<file path="config.mk">
export PLATFORM = sky130hd
export DESIGN_NAME = cbus_arbiter
export DESIGN_NICKNAME = d
export VERILOG_FILES = /design/src/rtl/cbus_arb_pkg.sv /design/src/rtl/cbus_arbiter_rr_picker.sv /design/src/rtl/cbus_arbiter.sv
export SDC_FILE = /design/constraint.sdc
export NUM_CORES = 1
export LEC_CHECK = 0
export ABC_AREA = 1
export CAP_MARGIN = 20
export CORE_AREA = 2 2 132 134
export CTS_CLUSTER_SIZE = 12
export DETAILED_ROUTE_END_ITERATION = 7
export DIE_AREA = 0 0 134 136
export SYNTH_ARGS = -nofsm -noshare
export SYNTH_HDL_FRONTEND = slang
export SYNTH_SLANG_ARGS = --single-unit
</file>
<file path="constraint.sdc">
create_clock -name clk -period 1.8 [get_ports clk]
set_clock_uncertainty 0.2 [all_clocks]
set_input_delay 0.36 -clock clk [delete_from_list [all_inputs] [get_ports clk]]
set_output_delay 0.36 -clock clk [all_outputs]
set_load 0.02 [all_outputs]
</file>
<file path="src/rtl/cbus_arb_pkg.sv">
// Shared types and helpers for the cache-bus arbiter: bus request/response
// structs, FSM state encoding and the rotate-and-find-first search.
package cbus_arb_pkg;

  // Largest supported number of requesters and the index width that covers it
  localparam int MAX_REQ = 8;
  localparam int IDX_W   = $clog2(MAX_REQ);

  // Burst length field (len = beats - 1) and a beat counter one bit wider
  localparam int LEN_W  = 4;
  localparam int BEAT_W = LEN_W + 1;

  // Cache-side request towards memory
  typedef struct packed {
    logic             valid;
    logic             is_write;
    logic [2:0]       size;
    logic [31:0]      addr;
    logic [3:0]       strobe;
    logic [31:0]      data;
    logic [LEN_W-1:0] len;
  } cbus_req_t;

  // Memory-side response towards a cache
  typedef struct packed {
    logic        ready;
    logic        last;
    logic [31:0] data;
  } cbus_resp_t;

  // Arbiter FSM states
  typedef enum logic [1:0] {
    IDLE  = 2'd0,
    GRANT = 2'd1,
    BUSY  = 2'd2
  } arb_state_t;

  // Search the request vector starting at 'start', wrapping modulo 'num',
  // and return the first requesting index (0 when nothing requests).
  function automatic logic [IDX_W-1:0] rr_find_first(
    input logic [MAX_REQ-1:0] req,
    input logic [IDX_W-1:0]   start,
    input int unsigned        num
  );
    logic [IDX_W-1:0] idx;
    logic [IDX_W:0]   cand;
    logic             found;
    idx   = '0;
    cand  = '0;
    found = 1'b0;
    for (int unsigned k = 0; k < MAX_REQ; k++) begin
      if (k < num) begin
        cand = {1'b0, start} + (IDX_W+1)'(k);
        if (cand >= (IDX_W+1)'(num)) begin
          cand = cand - (IDX_W+1)'(num);
        end else begin
          cand = cand;
        end
        if (!found && req[cand[IDX_W-1:0]]) begin
          idx   = cand[IDX_W-1:0];
          found = 1'b1;
        end else begin
          found = found;
        end
      end else begin
        found = found;
      end
    end
    return idx;
  endfunction

endpackage

</file>
<file path="src/rtl/cbus_arbiter_rr_picker.sv">
// Combinational winner selection for the cache-bus arbiter. With RR_EN set
// the search begins one past the previous owner; otherwise index 0 has the
// highest priority.
module rr_picker
  import cbus_arb_pkg::*;
#(
  parameter int NUM_REQ = 2,
  parameter int RR_EN   = 1
) (
  input  logic [NUM_REQ-1:0] req_i,
  input  logic [IDX_W-1:0]   last_owner_i,
  output logic               valid_o,
  output logic [IDX_W-1:0]   idx_o
);

  logic [MAX_REQ-1:0] req_pad_s;
  logic [IDX_W-1:0]   start_s;

  // Pick the search origin and run the wrap-around first-set search
  always_comb begin
    req_pad_s                = '0;
    req_pad_s[NUM_REQ-1:0]   = req_i;
    start_s                  = '0;
    if (RR_EN != 0) begin
      if (last_owner_i >= IDX_W'(NUM_REQ - 1)) begin
        start_s = '0;
      end else begin
        start_s = last_owner_i + IDX_W'(1);
      end
    end else begin
      start_s = '0;
    end
    valid_o = |req_i;
    idx_o   = rr_find_first(req_pad_s, start_s, NUM_REQ);
  end

endmodule

</file>
<file path="src/rtl/cbus_arbiter.sv">
// Cache-bus arbiter: grants the single memory-side bus to one cache at a
// time, keeps the grant for the whole burst, routes responses only to the
// owner and flags bursts whose beat count disagrees with the requested len.
module cbus_arbiter
  import cbus_arb_pkg::*;
#(
  parameter int NUM_REQ = 2,
  parameter int RR_EN   = 1
) (
  input  logic       clk,
  input  logic       resetn,
  input  cbus_req_t  ireqs  [NUM_REQ],
  output cbus_resp_t oresps [NUM_REQ],
  output cbus_req_t  oreq,
  input  cbus_resp_t iresp,
  output logic       len_err
);

  localparam int REQ_W = $bits(cbus_req_t);

  arb_state_t        state_q, state_d;
  logic [IDX_W-1:0]  sel_q, sel_d;
  logic [IDX_W-1:0]  last_owner_q, last_owner_d;
  logic [BEAT_W-1:0] beat_cnt_q, beat_cnt_d;
  logic [LEN_W-1:0]  exp_len_q, exp_len_d;
  logic              len_err_q, len_err_d;

  logic [NUM_REQ-1:0] req_vec_s;
  logic               win_valid_s;
  logic [IDX_W-1:0]   win_idx_s;
  cbus_req_t          sel_req_s;

  // Collect the valid bits of all requesters into one vector
  always_comb begin
    req_vec_s = '0;
    for (int i = 0; i < NUM_REQ; i++) begin
      req_vec_s[i] = ireqs[i].valid;
    end
  end

  rr_picker #(
    .NUM_REQ (NUM_REQ),
    .RR_EN   (RR_EN)
  ) u_picker (
    .req_i        (req_vec_s),
    .last_owner_i (last_owner_q),
    .valid_o      (win_valid_s),
    .idx_o        (win_idx_s)
  );

  // Select the current owner's request with an AND-OR mux
  always_comb begin
    sel_req_s = '0;
    for (int i = 0; i < NUM_REQ; i++) begin
      sel_req_s = sel_req_s | (ireqs[i] & {REQ_W{sel_q == IDX_W'(i)}});
    end
  end

  // Arbitration FSM, beat counting and length check
  always_comb begin
    state_d      = state_q;
    sel_d        = sel_q;
    last_owner_d = last_owner_q;
    beat_cnt_d   = beat_cnt_q;
    exp_len_d    = exp_len_q;
    len_err_d    = len_err_q;
    case (state_q)
      IDLE: begin
        if (win_valid_s) begin
          sel_d   = win_idx_s;
          state_d = GRANT;
        end else begin
          state_d = IDLE;
        end
      end
      GRANT: begin
        beat_cnt_d = '0;
        exp_len_d  = sel_req_s.len;
        state_d    = BUSY;
      end
      BUSY: begin
        if (iresp.ready) begin
          // Saturate rather than wrap so an overlong burst still mismatches
          if (beat_cnt_q != {BEAT_W{1'b1}}) begin
            beat_cnt_d = beat_cnt_q + BEAT_W'(1);
          end else begin
            beat_cnt_d = beat_cnt_q;
          end
          if (iresp.last) begin
            if (beat_cnt_q != {1'b0, exp_len_q}) begin
              len_err_d = 1'b1;
            end else begin
              len_err_d = len_err_q;
            end
            last_owner_d = sel_q;
            state_d      = IDLE;
          end else begin
            state_d = BUSY;
          end
        end else begin
          state_d = BUSY;
        end
      end
      default: begin
        state_d = IDLE;
      end
    endcase
  end

  // State registers; reset makes index 0 the first round-robin winner
  always_ff @(posedge clk or negedge resetn) begin
    if (!resetn) begin
      state_q      <= IDLE;
      sel_q        <= '0;
      last_owner_q <= IDX_W'(NUM_REQ - 1);
      beat_cnt_q   <= '0;
      exp_len_q    <= '0;
      len_err_q    <= 1'b0;
    end else begin
      state_q      <= state_d;
      sel_q        <= sel_d;
      last_owner_q <= last_owner_d;
      beat_cnt_q   <= beat_cnt_d;
      exp_len_q    <= exp_len_d;
      len_err_q    <= len_err_d;
    end
  end

  // Pass the owner's request through while busy, zeros otherwise
  always_comb begin
    if (state_q == BUSY) begin
      oreq = sel_req_s;
    end else begin
      oreq = '0;
    end
  end

  // Route memory responses only to the owner during the burst
  always_comb begin
    for (int i = 0; i < NUM_REQ; i++) begin
      if ((state_q == BUSY) && (sel_q == IDX_W'(i))) begin
        oresps[i] = iresp;
      end else begin
        oresps[i] = '0;
      end
    end
  end

  assign len_err = len_err_q;

endmodule

</file>
==> summary.txt <==
Worst setup path
  • Reg-to-reg slack, setup: 0 ns
  • Worst Path Required: 1.24 ns
  • Crit-path cells: inv_2 -> nor2_8 -> nand4_4 -> buf_12 -> buf_16 -> o22ai_1 -> buf_4
  • R2r endpoint: sel_q[0]
  • Crit path DAT: 1.65 ns
  • Reg2reg path depth: 10
  • CP bufs+invs: 4
  • RR Startpoint: last_owner_q[0]
  • Max Fanout on Critical Path: 14
  • Crit path max-delay family: buffers and inverters
  • Worst path max stage delay: 0.36 ns
  • Critical Path Source Type: flip-flop
  • Slowest CP cell: dfrtp_1
  • Worst setup EP type: primary output
  • Worst Setup Path Type: flip-flop to primary output

Layout
  • Post-route cell area: 0.00781 sq mm
  • Share of layout cells above drive strength 1: 40.8%
  • # diodes: 0
  • Fill cells: 1632
  • Layout area overhead: 197%
  • Core Util, Final: 46.3%
  • Seq. cell area: 453 sq um
  • Area of the multi-input gates: 0.00222 sq mm
  • Final Net Count: 1032

Die
  • Row Count: 48
  • Die height: 136 um
  • Ports: 336
  • Core area: 0.0169 sq mm
  • Die X: 134 um
  • Initial Util: 15.6%
  • Die area: 0.0182 sq mm

Synth
  • Yosys reg bits: 18
  • Post-Syn Area: 0.00263 sq mm
  • Count leader, synth: inv_1
  • Syn Area/Cell: 5.56 sq um
  • Ys flop type: dfrtp_1
  • Synth cell count leaders: inv_1 (208), nor2_1 (81), o22ai_1 (68)
  • Synth top area share: 29.7%
  • Largest cells by area after synthesis: inv_1 (30%), dfrtp_1 (16%), o22ai_1 (16%), nor2_1 (12%), o22ai_2 (4.8%)
  • Synth warn: 0
  • Post-synth ARST share: 100%
  • Post-synthesis cell type count: 26
  • Synth area leader: inv_1
  • Cells after Synth: 473
  • Number of flops mapped to enable cells by yosys: 0
  • Syn Nets: 669
  • Share of the yosys chip area belonging to registers: 17.2%

Route
  • Via Count: 4147
  • DRT Pass-1 Iters: 6
  • WL final: 15200 um
  • Drc violations: 0
  • DR vias/cell: 3.91
  • Avg WL per Cell: 14.4 um
  • Initial DRC Count: 55
  • Detail Route Antenna Nets: 0

Power
  • Int Power: between 0.004 and 0.005 W
  • Static leakage: 3.89 nW
  • Total power: 0.00865 W
  • Combinational fraction of design power: 86.9%
  • Clk pwr share: between 5 and 6%
  • Flop pwr share: roughly 7.4%
  • Sw frac: a little under half
  • VDD IR max: between 0.5 and 0.6 mV
  • Pwr/cell area: 1110 mW/mm^2
  • Sw Pwr: 0.00415 W

STA
  • Slew Limit Fails: 0
  • Headroom to the max-slew limit: 71.0%
  • Worst hold slack: 0.235 ns
  • Final setup margin: -0.413 ns
  • Setup TNS: -45.97 ns
  • RSZ-0062 raised after global routing: yes
  • Final Cycle Share: 123%
  • Final Hold Viols: 0
  • Tmin final: 2.21 ns
  • Max Clk Rate: 452 MHz
  • Worst slew pin tran: between 0.4 and 0.5 ns
  • Finish-stage setup viols: ~150

Placed design
  • Port bufs: 335
  • Placed Area: 0.00700 sq mm
  • DPL Wire Length: 12000 um
  • Final GP Congestion: a little over 0.7

Outcome
  • Status: finished with violations
  • Failing checks: negative setup slack

Clock network
  • Worst skew pair latency: 0.25 ns
  • TritonCTS clock tree: yes
  • Clock slew at reported path FFs: 0.05 ns
  • Hold-fix buffers, CTS: 0
  • Sink Count: 18
  • Clock buffer depth: 2
  • Root Buffer: clkbuf_16
  • Htree depth: 1
  • CTS buffer count: 3

Global route
  • First-pass GRT wire length: 21400 um
  • Initial antenna violation count: 1
  • Number of global-route vias before repair: 3966
  • Pin count of the biggest net entering global routing: 35
  • Gr usage total: 14.7%
  • Total congestion overflow: 0

Run
  • Maxcap violations: 0

Min path
  • Hold crit path type: input pin to async pin
[kinds of logic (layout without fill, tap and decap cells)]
logic type / after synthesis / after routing / synth area share [%]
XOR/XNOR: 5 / 5 / 1.67
buffers and inverters: 233 / 595 / 34.5
adder cells (fa/ha/maj): 6 / 6 / 2.86
AO/OA/AOI/OAI: 93 / 93 / 24.0
AND/OR/NAND/NOR: 118 / 118 / 19.8
flip-flops: 18 / 18 / 17.2
[worst reg2reg max path, delay by kind of cell (launching register included)]
kind / cells / cell delay, ns
fa+ha+maj: 2 / 0.46
buf+inv: 2 / 0.10
flops: 1 / 0.55
simple gates: 6 / 0.38
[cells in the final DEF (no fill, tap or decap), types with 18 or more instances in the layout]
cell type        synthesis  routed
buf_4                    1      70
o22ai_1                 68      18
clkdlybuf4s50_1          0     189
o22ai_4                  0      23
nor2_2                   0      20
inv_1                  208     204
nor2_4                   0      46
nand2_1                 19      19
o22ai_2                 10      37
buf_6                    2     104
[registers in the layout (all words and copies together) (netlist names)]
signal,flops
sel_q,3
beat_cnt_q,5
last_owner_q,3
len_err,1
exp_len_q,4
state_q,2
[worst max-delay path by stage]
stage	from	to	slack, ns	depth (start not counted)
floorplan	state_q[0]	oreq[69]	-0.05	5
finish	state_q[1]	oreq[39]	-0.41	7
global placement	state_q[0]	oreq[34]	-0.69	5
global route	state_q[1]	oreq[39]	-0.46	7
CTS	sel_q[0]	oreq[28]	-0.43	5
detailed placement	sel_q[1]	oreq[34]	-0.72	5
[through the flow]
stage | std cells | setup slack (ns)
3_3_place_gp | 1047 | -0.695
6_report | 1060 | -0.413
4_1_cts | 1054 | -0.426
3_5_place_dp | 1047 | -0.716
5_1_grt | 1060 | -0.460
2_1_floorplan | 473 | -0.0526
[layout make-up]
type | instances | area share (%)
multi-input combinational | 222 | 28.4
timing repair buffer | 382 | 51.0
tap | 225 | 3.60
sequential | 18 | 5.80
clock buffer | 4 | 1.14
inverter | 209 | 10.1
[metal layers]
| layer | global-route usage [%] | share of wire (%) |
|---|---|---|
| met5 | 0 | 0.072 |
| met4 | 2.19 | 0.87 |
| met3 | 4.36 | 8.8 |
| met2 | 26.9 | 52 |
| met1 | 17.3 | 38 |
[power groups by stage]
| stage | logic [W] | registers (W) | clock network (W) |
|---|---|---|---|
| floorplan | 0.00340 | 0.000652 | 0 |
| global placement | 0.00626 | 0.000633 | 0 |
| detailed placement | 0.00627 | 0.000637 | 0 |
| CTS | 0.00647 | 0.000632 | 0.000509 |
| global route | 0.00798 | 0.000655 | 0.000523 |
| finish | 0.00752 | 0.000639 | 0.000497 |
[repair_timing]
item,4_1_cts,5_1_grt
gates resized for setup,716,198
pin swaps,1,4
endpoints found under the setup margin,146,153
buffers inserted,1,2
cloned,2,4
Power figures use the tool's default switching activity.
